===== config.mk =====
export PLATFORM = sky130hd
export DESIGN_NAME = iccm_boot_arbiter
export DESIGN_NICKNAME = d
export VERILOG_FILES = /design/src/rtl/iccm_boot_pkg.sv /design/src/rtl/iccm_word_packer.sv /design/src/rtl/iccm_boot_arbiter.sv
export SDC_FILE = /design/constraint.sdc
export NUM_CORES = 1
export LEC_CHECK = 0
export ABC_AREA = 1
export BUFFER_PORTS_ARGS = -buffer_cell sky130_fd_sc_hd__buf_2
export CAP_MARGIN = 20
export CORE_ASPECT_RATIO = 0.6
export CORE_MARGIN = 3
export CORE_UTILIZATION = 55
export CTS_CLUSTER_SIZE = 14
export DETAILED_ROUTE_END_ITERATION = 6
export PLACE_DENSITY_LB_ADDON = 0.12
export SLEW_MARGIN = 20
export SYNTH_ARGS = -nofsm -noshare
export SYNTH_HDL_FRONTEND = slang
export SYNTH_SLANG_ARGS = --single-unit
export TNS_END_PERCENT = 5

===== constraint.sdc =====
create_clock -name clock -period 6.84 [get_ports clock]
set_clock_uncertainty 0.1 [all_clocks]
set_input_delay 0.684 -clock clock [delete_from_list [all_inputs] [get_ports clock]]
set_output_delay 0.684 -clock clock [all_outputs]
set_load 0.02 [all_outputs]

===== src/rtl/iccm_boot_pkg.sv =====
`default_nettype none
// ============================================================================
// Module : iccm_boot_pkg
// Brief  : Shared types and constants for the ICCM boot arbiter
// Rev    : 1.0  initial release
// ============================================================================
package iccm_boot_pkg;

  // Arbiter phases: BOOT samples the strap, LOAD programs over UART, RUN serves fetch
  typedef enum logic [1:0] {
    BOOT = 2'd0,
    LOAD = 2'd1,
    RUN  = 2'd2
  } boot_st_e;

  localparam int BYTES_PER_WORD = 4;
  localparam int WORD_W         = 8 * BYTES_PER_WORD;

  // Assembled word that ends programming; it is never written to the ICCM
  localparam logic [WORD_W-1:0] END_WORD_DEFAULT = 32'h0000_0FFF;

endpackage
`default_nettype wire


===== src/rtl/iccm_word_packer.sv =====
`default_nettype none
// ============================================================================
// Module : iccm_word_packer
// Brief  : Assembles little-endian UART bytes into ICCM words
// Rev    : 1.0  initial release
// ============================================================================
module iccm_word_packer
  import iccm_boot_pkg::*;
(
  input  logic              clock,
  input  logic              reset,
  input  logic              en_i,
  input  logic              dv_i,
  input  logic [7:0]        byte_i,
  output logic [WORD_W-1:0] word_o,
  output logic              word_vld_o
);

  localparam logic [1:0] LAST_BYTE = 2'(BYTES_PER_WORD - 1);

  logic [WORD_W-1:0] sh_q, sh_d;
  logic [1:0]        byte_cnt_q, byte_cnt_d;

  // Drop each accepted byte into its lane; the word is complete on the last lane
  always_comb begin
    sh_d       = sh_q;
    byte_cnt_d = byte_cnt_q;
    word_vld_o = 1'b0;
    if (en_i && dv_i) begin
      sh_d[{byte_cnt_q, 3'b000} +: 8] = byte_i;
      byte_cnt_d = byte_cnt_q + 2'd1;
      word_vld_o = (byte_cnt_q == LAST_BYTE);
    end
  end

  // Next-state value already carries the final byte, so the word is usable in the same cycle
  assign word_o = sh_d;

  // Shift register and lane counter
  always_ff @(posedge clock or posedge reset) begin
    if (reset) begin
      sh_q       <= '0;
      byte_cnt_q <= '0;
    end else begin
      sh_q       <= sh_d;
      byte_cnt_q <= byte_cnt_d;
    end
  end

endmodule
`default_nettype wire


===== src/rtl/iccm_boot_arbiter.sv =====
`default_nettype none
// ============================================================================
// Module : iccm_boot_arbiter
// Brief  : Shares the ICCM port between the UART boot loader and instruction
//          fetch; sequences boot and holds the core in reset while loading
// Rev    : 1.0  initial release
// ============================================================================
module iccm_boot_arbiter
  import iccm_boot_pkg::*;
#(
  parameter int              AW       = 12,
  parameter int              DW       = 32,
  parameter logic [DW-1:0]   END_WORD = END_WORD_DEFAULT
) (
  input  logic              clock,
  input  logic              reset,
  input  logic              prog_en_i,
  input  logic              rx_dv_i,
  input  logic [7:0]        rx_byte_i,
  input  logic              fetch_req_i,
  input  logic [AW-1:0]     fetch_addr_i,
  output logic              fetch_gnt_o,
  output logic [DW-1:0]     fetch_rdata_o,
  output logic              fetch_rvalid_o,
  output logic              mem_req_o,
  output logic              mem_we_o,
  output logic [AW-1:0]     mem_addr_o,
  output logic [DW-1:0]     mem_wdata_o,
  output logic [DW/8-1:0]   mem_wmask_o,
  input  logic [DW-1:0]     mem_rdata_i,
  input  logic              mem_rvalid_i,
  output logic              core_rst_o,
  output logic              prog_done_o,
  output logic              prog_err_o
);

  localparam logic [AW-1:0] ADDR_MAX = {AW{1'b1}};

  boot_st_e          st_q, st_d;
  logic [AW-1:0]     word_addr_q, word_addr_d;
  logic [DW-1:0]     wdata_q, wdata_d;
  logic              wr_pend_q, wr_pend_d;
  logic              ovf_q, ovf_d;
  logic              done_q, done_d;
  logic              err_q, err_d;

  logic              load, run;
  logic [WORD_W-1:0] pk_word;
  logic              pk_vld;

  assign load = (st_q == LOAD);
  assign run  = (st_q == RUN);

  iccm_word_packer u_packer (
    .clock      (clock),
    .reset      (reset),
    .en_i       (load),
    .dv_i       (rx_dv_i),
    .byte_i     (rx_byte_i),
    .word_o     (pk_word),
    .word_vld_o (pk_vld)
  );

  // Boot sequencing, write scheduling and the ICCM address counter
  always_comb begin
    st_d        = st_q;
    word_addr_d = word_addr_q;
    wdata_d     = wdata_q;
    wr_pend_d   = 1'b0;
    ovf_d       = ovf_q;
    done_d      = done_q;
    err_d       = err_q;
    case (st_q)
      BOOT: st_d = prog_en_i ? LOAD : RUN;
      LOAD: begin
        // Address advances after the write cycle; it parks at the top once full
        if (wr_pend_q) begin
          if (word_addr_q == ADDR_MAX) ovf_d = 1'b1;
          else                         word_addr_d = word_addr_q + 1'b1;
        end
        if (pk_vld) begin
          if (pk_word == END_WORD) begin
            done_d = 1'b1;
            st_d   = RUN;
          end else if (ovf_q) begin
            err_d = 1'b1;
          end else begin
            wdata_d   = pk_word;
            wr_pend_d = 1'b1;
          end
        end
      end
      RUN:     st_d = RUN;
      default: st_d = BOOT;
    endcase
  end

  // Port mux: loader owns the ICCM until RUN, then fetch passes straight through
  always_comb begin
    core_rst_o     = !run;
    fetch_gnt_o    = 1'b0;
    fetch_rdata_o  = '0;
    fetch_rvalid_o = 1'b0;
    mem_req_o      = wr_pend_q;
    mem_we_o       = wr_pend_q;
    mem_addr_o     = word_addr_q;
    mem_wdata_o    = wdata_q;
    mem_wmask_o    = {(DW/8){wr_pend_q}};
    if (run) begin
      mem_req_o      = fetch_req_i;
      mem_we_o       = 1'b0;
      mem_addr_o     = fetch_addr_i;
      mem_wmask_o    = '0;
      fetch_gnt_o    = fetch_req_i;
      fetch_rdata_o  = mem_rdata_i;
      fetch_rvalid_o = mem_rvalid_i;
    end
  end

  assign prog_done_o = done_q;
  assign prog_err_o  = err_q;

  // State registers
  always_ff @(posedge clock or posedge reset) begin
    if (reset) begin
      st_q        <= BOOT;
      word_addr_q <= '0;
      wdata_q     <= '0;
      wr_pend_q   <= 1'b0;
      ovf_q       <= 1'b0;
      done_q      <= 1'b0;
      err_q       <= 1'b0;
    end else begin
      st_q        <= st_d;
      word_addr_q <= word_addr_d;
      wdata_q     <= wdata_d;
      wr_pend_q   <= wr_pend_d;
      ovf_q       <= ovf_d;
      done_q      <= done_d;
      err_q       <= err_d;
    end
  end

endmodule
`default_nettype wire


==> qor.csv <==
stage,metric,value,unit
floorplan,die_area,0.00941,mm^2
finish,drive_gt1_share,24.9,%
routing,drt_iter0_markers,315,
sta,setup_tns,0,ps
finish,diodes,0,
place,io_buffer_count,144,
routing,ant_nets,0,
critical_path,timing.rr.end,mem_wdata_o[11],
power_and_ir_drop,finalPower,2100,uW
logic_synthesis,yosysMostFrequentCell,nand2_1,
routing,num_vias,4381,
logic_synthesis,synth_area,0.00454,mm^2
sta,rsz0062_at_grt,false,
logic_synthesis,syn_area_per_cell,7.44,um^2
clock_network,cts_tree,yes,
critical_path,crit_required,6970,ps
clock_network,cts_max_path_buffers,2,
logic_synthesis,synth_edf_count,0,
floorplan,pin_count,145,
logic_synthesis,ys_top_cells_by_count,"nand2_1, dfrtp_1, inv_1, nor2_1, nand4_1",
clock_network,clkSinkCount,84,
sta,slew_headroom,36.7,%
critical_path,worstSetupStartpoint,st_q[1],
critical_path,reg2reg_from,st_q[1],
global_route,grt_pass1_vias,4061,
global_route,globalRouteTotalUtil,26.5,%
floorplan,core-area,0.00763,mm^2
place,place_hpwl,8720,um
logic_synthesis,synth.area.top_cells,"dfrtp_1, nand2_1, inv_1, nand4_1, nor2_1",
logic_synthesis,yosys_most_used_dff,dfrtp_1,
logic_synthesis,synth-seq-cells,84,
logic_synthesis,syn_inst,610,
clock_network,cts_resized,0,
place,gp_congestion,0.929,
status,outcome,"complete, no violations",
critical_path,rr_worst_depth,14,
finish,fillers,615,
sta,fmax,0.273,GHz
global_route,grt-ovfl-total,0,
logic_synthesis,synth-warning-count,0,
clock_network,ctsHoldBuffers,0,
routing,wire_per_inst,14.3,um
critical_path,path_class,reg2reg,
critical_path,ff2ff_setup_slack,3180,ps
power_and_ir_drop,leakage,0.00351,uW
worst_hold_path,hold_class,reg2reg,
power_and_ir_drop,power_density,374,mW/mm^2
floorplan,initial_core_util,59.5,%
sta,period_share,53.5,%
floorplan,die_h,76.4,um
routing,vias_per_cell,5.15,
sta,worst_pin_slew,949,ps
flow_run,cap_violations,0,
floorplan,rows,24,
sta,slew_viol_final,0,
logic_synthesis,seq_area_frac_synth,46.3,%
clock_network,cts_root_buffer,clkbuf_16,
logic_synthesis,synth_top_area_share,46.3,%
critical_path,startpoint_type,register,
sta,setup_viol,0,
logic_synthesis,yosysUniqueCellTypes,28,
global_route,grt_max_degree,85,
clock_network,post_cts_buffers,0,
logic_synthesis,synth_nets,678,
clock_network,cts_buffers,9,
global_route,grt_first_pass_wirelength,19800,um
clock_network,cts.clk_slew.worst_paths,60,ps
sta,period_needed,3660,ps
critical_path,crit_path_end,mem_wdata_o[11],
logic_synthesis,async_reset_ff_share,100,%
clock_network,htree_levels,3,
clock_network,clock_latency,340,ps
routing,drc,0,
finish,areaGrowthSynthToFinish,23.7,%
global_route,antenna_found_initial,0,
finish,fin_nets,810,
logic_synthesis,yosys.area.top_type,dfrtp_1,
critical_path,critPathArrivalTime,3780,ps
sta,hold_violations,0,
critical_path,cp-end-kind,register,
routing,drt_pass1_iterations,6,
critical_path,worstPathMaxFanout,34,
floorplan,die_width,123,um
routing,wl,12100,um
power_and_ir_drop,vdd_drop_max,0.217,mV
==> where the power goes <==
group / internal (uW) / leakage (uW) / total, uW / switching (uW)
sequential: 599 / 0.00114 / 650 / 51.7
combinational: 273 / 0.00221 / 921 / 648
clock: 331 / 0.000156 / 531 / 200
==> cells by family (layout without fill, tap and decap cells) <==
kind of cell,after synthesis,after routing,synth area share (%)
AOI/OAI and AO/OA,25,25,3.03
xor gates and xnor gates,11,11,2.12
adders and majority gates,10,10,2.76
buffers and inverters,113,250,10.5
DFF,84,84,46.3
and+or+nand+nor,367,367,35.2
==> worst min path at each step <==
stage	from	endpoint	slack (ps)	depth (start not counted)
6_report	mem_wdata_o[20]	mem_wdata_o[20]	360	2
5_1_grt	mem_wdata_o[22]	mem_wdata_o[22]	400	2
4_1_cts	prog_done_o	prog_done_o	370	2
3_5_place_dp	prog_done_o	prog_done_o	350	2
3_3_place_gp	prog_done_o	prog_done_o	350	2
2_1_floorplan	word_addr_q[4]	word_addr_q[4]	340	1
==> registers in the layout, indices dropped and copies added (netlist names) <==
register             cells
wr_pend_q                1
prog_err_o               1
u_packer.sh_q           32
word_addr_q             12
u_packer.byte_cnt_q      2
st_q                     2
ovf_q                    1
prog_done_o              1
mem_wdata_o             32
==> routing by layer <==
layer	global-route usage, %	vias up	wire length (um)
li1	-	2143	-
met2	40.5	197	5380
met5	0	-	0
met3	9.05	10	1140
met4	3.87	0	82
met1	37.6	2031	5550
==> layout make-up <==
type	instances	area [um^2]	share of cell area (%)
inverters	87	328	5.84
repair buffers	147	767	13.7
clock buffers	11	243	4.32
clock inverters	5	85.1	1.52
flip-flops and latches	84	2100	37.4
well taps	104	130	2.32
multi-input cells	413	1960	34.9
==> placed cells by master, fill, tap and decap left out, types with 2 or more instances in the layout <==
master and instances:
bufinv_16 2, ha_1 9, nand3_1 22, nand3_2 3, nand4_1 35, nor2_2 4, and2_1 2, o21ai_2 2
inv_1 79, xor2_1 11, nand3_4 2, nor2_1 38, nand2_2 3, clkinv_4 2, buf_2 144, dfrtp_1 84
nor2_4 3, nand3b_1 2, inv_2 5, nor3_1 4, nand2_1 248, clkinv_1 2, clkbuf_16 9, a21oi_1 4
o21ai_0 17
==> worst max-delay path: stages (launching register included) <==
cell     delay (ps)
dfrtp_1         410
inv_1           110
ha_1            450
nand3_2         320
nor2_4          270
nand2_1          80
nand2_1         140
nor2_1           60
and2_1          150
nand2_1          70
nor2_2           40
nand2_2         540
nand3_4         530
nand2_1         190
nand2_1          70
==> stage by stage <==
| step | setup WS [ps] | hold WS (ps) | instances | util (%) | instance area [um^2] |
|---|---|---|---|---|---|
| floorplan | 3890 | 342 | 610 | - | 4540 |
| global placement | 3420 | 346 | 834 | 68.9 | 5260 |
| detailed placement | 3240 | 351 | 834 | 68.9 | 5260 |
| CTS | 3210 | 367 | 850 | 73.2 | 5580 |
| global route | 2880 | 400 | 851 | 73.6 | 5620 |
| finish | 3180 | 365 | 851 | 73.6 | 5620 |
(Power assumes the default switching activity.)
